[config.mk]
export PLATFORM = sky130hd
export DESIGN_NAME = serial_adder_ctrl
export DESIGN_NICKNAME = d
export VERILOG_FILES = /design/src/rtl/serial_adder_pkg.sv /design/src/rtl/fa_cell.sv /design/src/rtl/half_adder.sv /design/src/rtl/serial_adder_ctrl.sv
export SDC_FILE = /design/constraint.sdc
export NUM_CORES = 1
export LEC_CHECK = 0
export ABC_CLOCK_PERIOD_IN_PS = 3900
export BUFFER_PORTS_ARGS = -buffer_cell sky130_fd_sc_hd__buf_4
export CORE_MARGIN = 2
export CORE_UTILIZATION = 58
export CTS_CLUSTER_DIAMETER = 80
export DETAILED_ROUTE_END_ITERATION = 8
export PLACE_DENSITY_LB_ADDON = 0.05
export SLEW_MARGIN = 20
export SYNTH_ARGS = -nofsm -noshare
export SYNTH_HDL_FRONTEND = slang
export SYNTH_SLANG_ARGS = --single-unit
[constraint.sdc]
create_clock -name i_clk -period 3.9 [get_ports i_clk]
set_clock_uncertainty 0.15 [all_clocks]
set_input_delay 0.195 -clock i_clk [delete_from_list [all_inputs] [get_ports i_clk]]
set_output_delay 0.195 -clock i_clk [all_outputs]
set_load 0.005 [all_outputs]
[src/rtl/serial_adder_pkg.sv]
// Shared types and helpers for the bit-serial adder controller.
package serial_adder_pkg;

  typedef enum logic [1:0] {
    IDLE = 2'b00,
    RUN  = 2'b01,
    DONE = 2'b10
  } state_e;

  // Bit-counter width; a 1-bit build still needs one counter bit.
  function automatic int cnt_width(input int w);
    return (w <= 1) ? 1 : $clog2(w);
  endfunction

endpackage

[src/rtl/fa_cell.sv]
// Combinational 1-bit full adder from two half adders plus an OR for carry.
module fa_cell (
  input  logic a,
  input  logic b,
  input  logic ci,
  output logic s,
  output logic co
);
  logic s0, c0, c1;

  half_adder u_ha0 (.a(a),  .b(b),  .s(s0), .c(c0));
  half_adder u_ha1 (.a(s0), .b(ci), .s(s),  .c(c1));

  assign co = c0 | c1;
endmodule

[src/rtl/half_adder.sv]
// 1-bit half adder, building block for fa_cell.
module half_adder (
  input  logic a,
  input  logic b,
  output logic s,
  output logic c
);
  assign s = a ^ b;
  assign c = a & b;
endmodule

[src/rtl/serial_adder_ctrl.sv]
// Bit-serial adder: sequences one fa_cell over WIDTH cycles, LSB first,
// with valid/ready handshakes on the request and result sides.
module serial_adder_ctrl
  import serial_adder_pkg::*;
#(
  parameter int WIDTH = 8
) (
  input  logic             i_clk,
  input  logic             i_rst_n,
  input  logic             i_start_valid,
  output logic             o_start_ready,
  input  logic [WIDTH-1:0] i_operand_a,
  input  logic [WIDTH-1:0] i_operand_b,
  input  logic             i_carry_in,
  output logic             o_result_valid,
  input  logic             i_result_ready,
  output logic [WIDTH-1:0] o_sum,
  output logic             o_carry_out,
  output logic             o_busy
);
  localparam int CW = cnt_width(WIDTH);

  state_e           state;
  logic [WIDTH-1:0] a_sr, b_sr, sum_sr, sum_q, sum_nxt;
  logic [CW-1:0]    cnt;
  logic             carry, cout_q, vld_q, busy_q;
  logic             s, c;

  fa_cell u_fa (.a(a_sr[0]), .b(b_sr[0]), .ci(carry), .s(s), .co(c));

  // Shift form keeps this legal for WIDTH=1, where no upper slice exists.
  assign sum_nxt = (sum_sr >> 1) | (WIDTH'(s) << (WIDTH - 1));

  assign o_start_ready  = (state == IDLE);
  assign o_result_valid = vld_q;
  assign o_sum          = sum_q;
  assign o_carry_out    = cout_q;
  assign o_busy         = busy_q;

  always_ff @(posedge i_clk) begin
    if (!i_rst_n) begin
      state  <= IDLE;
      a_sr   <= '0;
      b_sr   <= '0;
      sum_sr <= '0;
      sum_q  <= '0;
      cnt    <= '0;
      carry  <= 1'b0;
      cout_q <= 1'b0;
      vld_q  <= 1'b0;
      busy_q <= 1'b0;
    end else begin
      case (state)
        IDLE: if (i_start_valid) begin
          a_sr   <= i_operand_a;
          b_sr   <= i_operand_b;
          carry  <= i_carry_in;
          sum_sr <= '0;
          cnt    <= '0;
          busy_q <= 1'b1;
          state  <= RUN;
        end
        RUN: begin
          a_sr   <= a_sr >> 1;
          b_sr   <= b_sr >> 1;
          sum_sr <= sum_nxt;
          carry  <= c;
          cnt    <= cnt + 1'b1;
          // Result register tracks the last completed sum through IDLE/RUN.
          if (cnt == CW'(WIDTH - 1)) begin
            sum_q  <= sum_nxt;
            cout_q <= c;
            vld_q  <= 1'b1;
            state  <= DONE;
          end
        end
        DONE: if (i_result_ready) begin
          vld_q  <= 1'b0;
          busy_q <= 1'b0;
          state  <= IDLE;
        end
        default: state <= IDLE;
      endcase
    end
  end

endmodule

==> results of run 1 <==
-- final cells by class --
cell class,count,area [µm²]
Tap cell,31,38.79
Multi-Input combinational cell,120,804.5
Timing Repair Buffer,41,330.3
Fill cell,205,726.9
Inverter,1,3.754
Sequential cell,40,800.8
Clock inverter,2,35.03
Clock buffer,6,41.29
-- through the flow --
step | utilization, % | hold WS, ns | instance area [µm²]
after floorplan | - | 0.2237 | 1709
after global placement | 67.79 | 0.3026 | 1886
after detailed placement | 67.79 | 0.3078 | 1886
after CTS | 73.77 | 0.002957 | 2052
after global routing | 73.86 | 0.0008812 | 2054
final | 73.86 | 0.004360 | 2054
-- sequential cells by signal, summed over array words and instances, names as in the netlist --
register	cells
o_result_valid	1
o_busy	1
b_sr	8
a_sr	8
o_carry_out	1
cnt	3
sum_sr	7
o_sum	8
state	2
carry	1
-- cell usage after synthesis, types with 3 or more instances --
master | number | area [µm²]
nand2_1 | 11 | 41.29
clkbuf_1 | 7 | 26.28
a21boi_0 | 11 | 82.58
o221ai_1 | 5 | 43.79
a22oi_1 | 11 | 82.58
dfxtp_1 | 40 | 800.8
nand3_1 | 9 | 45.04
nor2_1 | 32 | 120.1
o221ai_2 | 10 | 150.1
nor2b_1 | 13 | 81.33
buf_2 | 3 | 15.01
-- cells in the final DEF, fill, tap and decap left out, types with 2 or more instances in the layout --
cell | Yosys | routed
a21boi_0 | 11 | 11
a21oi_1 | 2 | 2
a22oi_1 | 11 | 11
and2_1 | 2 | 2
buf_4 | 2 | 32
clkbuf_4 | 0 | 5
dfxtp_1 | 40 | 40
dlygate4sd3_1 | 0 | 9
ha_1 | 2 | 2
nand2_1 | 11 | 11
nand2b_1 | 2 | 2
nand3_1 | 9 | 9
nor2_1 | 32 | 32
nor2b_1 | 13 | 12
nor3b_1 | 2 | 2
o21bai_1 | 2 | 2
o221ai_1 | 5 | 5
o221ai_2 | 10 | 10
-- worst paths after layout --
path                   end  slack (ns)            from  cells past startpoint
setup / recovery   a_sr[0]        2.00        state[1]                      3
hold reg to reg   o_sum[2]        0.32        o_sum[2]                      2
hold / removal     b_sr[0]       0.004  i_operand_b[0]                      3
setup reg to reg   a_sr[0]        2.00        state[1]                      3
-- report_power, final --
part | leakage (nW) | internal (mW) | switching (mW) | total [mW]
registers | 0.327 | 0.429 | 0.0160 | 0.445
clock network | 0.0422 | 0.134 | 0.133 | 0.268
logic | 0.417 | 0.0521 | 0.0511 | 0.103
total | 0.786 | 0.616 | 0.200 | 0.816
-- layer usage --
metal	vias up	GRT usage, %	share of wire, %	wire (µm)
met4	0	8.638	1.7	53
li1	686	-	-	-
met1	634	25.95	46	1479
met2	24	34.83	48	1545
met3	6	6.250	3.9	126
met5	-	0	0	0
-- cells by family (layout without fill, tap and decap cells) --
family | count (synthesis) | after routing | synth area share (%)
and+or+nand+nor | 73 | 73 | 20.13
AOI/OAI and AO/OA | 43 | 43 | 23.57
DFF | 40 | 40 | 46.85
buffers and inverters | 17 | 50 | 6.222
adders and majority gates | 3 | 3 | 2.635
muxes | 1 | 1 | 0.5857
-- worst max-delay path, cell delays in order (launching register included) --
cell      delay [ns]
dfxtp_1         0.54
nand2b_1        0.71
o221ai_1        0.31
nor2_1          0.14
==> metrics.yaml, run 1 <==
tightest_slew_ns: 0.8321
syn_to_final_growth_pct: 20.20
cts_tree: "built"
ios: 33
htreeDepth: 2
setup_slack_ns: 1.996
via_count: 1350
clock_path_buffers: 2
setup_viol: 0
drc: 0
hold_viol_final: 0
totalWireLength_um: 3204
cp.arrival_ns: 2.04
yosysSeqAreaShare_pct: 46.85
n_antenna_cell: 0
syn_nets: 201
critPathMaxFanout: 16
root_buffer: "clkbuf_4"
wl_per_cell_um: 13.29
layout-drive-gt1-share_pct: 24.29
powerDensity_mw_per_mm2: 397.3
startpoint_type: "flop"
layout.nets: 233
rows: 19
dieArea_mm2: 0.003397
status: "completed"
grt_max_degree: 41
fin_cells: 241
dp_hpwl_um: 2084
core_area_mm2: 0.002781
port-buffer-count: 32
rsz0062_at_grt: "no"
die_x_um: 58.29
drt_iter0_markers: 29
dp_slack_ns: 1.857
leakagePower_nw: 0.7861
crit_required_ns: 4.04
cap_violations: 0
clkLatencyLatePin_ns: 0.35
synth_edf_count: 0
gp_congestion: 0.6839
slew_headroom_pct: 44.53
min_path_type: "primary input to flop"
antenna_found_initial: 0
grtUsageTotal_pct: 21.23
path_class: "flop to flop"
ir_worst_vdd_mv: 0.4348
ant_nets: 0
postCtsHoldBufs: 9
post-cts-setup-buffer-count: 0
syn_inst: 177
clk_pin_slew_ns: 0.11
period_needed_ns: 1.904
grt.overflow.total: 0
cp-end-kind: "flop"
p_total_mw: 0.8162
ys_ff_latch: 40
place_inst: 224
timing.final.crit_share_pct: 48.81
ys_warn_count: 0
ys.flop_type: "dfxtp_1"
cts_resized: 0
syn_avg_cell_area_um2: 9.656
cts_buffers: 5
grt_pass1_wl_um: 5540
setup_tns_ns: 0
cts.sinks: 40
die_h_um: 58.29
vias_per_cell: 5.602
firstDrtPassIters: 4
yosysUniqueCellTypes: 28
maxSlewViolCount: 0
max_freq_mhz: 525.3
synth_area_mm2: 0.001709
start_util_pct: 61.45
grt_pass1_vias: 1231
async_reset_ff_share_pct: 0
Note: power is estimated with default switching activity, not from simulation.
==> run 2: changes to the inputs <==
--- a/config.mk
+++ b/config.mk
@@ -5,10 +5,10 @@
 export SDC_FILE = /design/constraint.sdc
 export NUM_CORES = 1
 export LEC_CHECK = 0
-export ABC_CLOCK_PERIOD_IN_PS = 3900
+export ABC_CLOCK_PERIOD_IN_PS = 1550
 export BUFFER_PORTS_ARGS = -buffer_cell sky130_fd_sc_hd__buf_4
 export CORE_MARGIN = 2
-export CORE_UTILIZATION = 58
+export CORE_UTILIZATION = 48
 export CTS_CLUSTER_DIAMETER = 80
 export DETAILED_ROUTE_END_ITERATION = 8
 export PLACE_DENSITY_LB_ADDON = 0.05
==> constraint.sdc (replaced) <==
create_clock -name i_clk -period 1.55 [get_ports i_clk]
set_clock_uncertainty 0.15 [all_clocks]
set_input_delay 0.0775 -clock i_clk [delete_from_list [all_inputs] [get_ports i_clk]]
set_output_delay 0.0775 -clock i_clk [all_outputs]
set_load 0.005 [all_outputs]
==> run 2 against run 1 <==
Clock power up 88%. Sequential share of layout area down 2.9 points. Global-route usage fell by 2.0 points. Non-clock buffer count grew 18. Cell count rose by 13%. Critical path depth increased by 1. Register-to-register slack lost 1.9 ns.
==> metrics.yaml, run 2 (same netlist as run 1, synthesis figures left out) <==
ios: 33
status: "completed"
r2r_slack_ns: 0.06
worst_r2r_path_depth: 4
root_buffer: "clkbuf_4"
layout.nets: 251
die_x_um: 63.67
port-buffer-count: 32
cts_buffers: 5
totalWireLength_um: 3479
min_path_type: "primary input to flop"
whs_path_depth: 4
period_needed_ns: 1.489
cts.sinks: 40
setup_viol: 0
path_depth: 4
layout-drive-gt1-share_pct: 26.43
cp.arrival_ns: 1.59
slew_headroom_pct: 66.59
antenna_found_initial: 0
ant_nets: 0
htreeDepth: 2
powerDensity_mw_per_mm2: 869.4
firstDrtPassIters: 4
grt_pass1_wl_um: 6065
drt_iter0_markers: 95
drc: 0
clkLatencyLatePin_ns: 0.35
cp_num_buf_inv: 1
place_inst: 246
max_freq_mhz: 671.6
rsz0062_at_grt: "no"
core_area_mm2: 0.003390
cp-end-kind: "flop"
final_cell_mix: "39 x dfxtp_1, 39 x buf_4, 32 x nor2_1, 19 x dlygate4sd3_1, 13 x nor2b_1"
setup_tns_ns: 0
dp_hpwl_um: 2218
setup_slack_ns: 0.06092
slowest_delay_ns: 0.36
leakagePower_nw: 0.8617
fin_cells: 273
crit_chain: "or3b_1 > buf_4 > o221ai_1 > nor2_1"
clk_pin_slew_ns: 0.12
crit_family: "simple AND/OR/NAND/NOR gates"
cts_tree: "built"
rows: 21
dp_slack_ns: -0.005546
critPathMaxFanout: 15
start_util_pct: 50.42
gp_congestion: 0.7162
grt_max_degree: 41
hold_viol_final: 0
grt_pass1_vias: 1394
clock_path_buffers: 2
n_antenna_cell: 0
startpoint_type: "flop"
via_count: 1429
dieArea_mm2: 0.004054
wl_per_cell_um: 12.74
maxSlewViolCount: 0
path_class: "flop to flop"
crit_required_ns: 1.65
final_util_pct: 65.56
ir_worst_vdd_mv: 0.5605
grtUsageTotal_pct: 19.23
tightest_slew_ns: 0.5008
die_h_um: 63.67
cap_violations: 0
hold_ws_ns: 0.02070
timing.final.crit_share_pct: 96.07
crit_slowest_cell: "dfxtp_2"
syn_to_final_growth_pct: 30.01
vias_per_cell: 5.234
grt.overflow.total: 0
[run 2: changes by cell type in the layout (fill, tap and decap cells not counted), sizes merged]
cell	before	now
dlygate4sd3	9	19
bufinv	1	0
clkbuf	6	5
clkinvlp	0	1
buf	32	40
[run 2: layer usage]
layer | routed length (µm) | global-route usage [%]
met2 | 1806 | 34.47
met5 | 0 | 0
met4 | 76 | 8.152
met3 | 135 | 4.286
met1 | 1461 | 21.75
[run 2: what timing repair did]
item,in CTS,in global routing
setup buffers,0,1
hold buffers,19,0
endpoints found under the setup margin,4,17
pin swaps,0,1
endpoints found under the hold margin,19,0
resized for setup,1,2
[run 2: worst min-delay path: stages]
cell,delay (ns)
buf_4,0.11
o21ba_2,0.19
nor2_1,0.05
nor2_1,0.07
[run 2: final timing paths]
path	start	to
setup / recovery	state[0]	a_sr[0]
hold / removal	i_start_valid	a_sr[0]
setup reg to reg	state[0]	a_sr[0]
hold reg to reg	o_sum[1]	o_sum[1]
[run 2: cell type report]
class                   instances  area [µm²]
flip-flops and latches         40       802.0
clock inverters                 2       12.51
fillers                       285        1167
multi-input cells             120       805.8
repair buffers                 59       503.0
clock buffers                   5       37.54
inverters                       1       3.754
well taps                      46       57.56
[run 2: through the flow]
| step | power [mW] | instance area [µm²] |
|---|---|---|
| 6_report | 1.932 | 2222 |
| 3_3_place_gp | 1.403 | 1969 |
| 4_1_cts | 1.948 | 2213 |
| 2_1_floorplan | 1.325 | 1709 |
| 3_5_place_dp | 1.412 | 1969 |
| 5_1_grt | 2.035 | 2222 |
[run 2: report_power, final]
group	leakage [nW]	switching [mW]	internal, mW
registers	0.328	0.0365	1.08
logic	0.507	0.144	0.167
clock network	0.0271	0.338	0.165
total	0.862	0.519	1.41
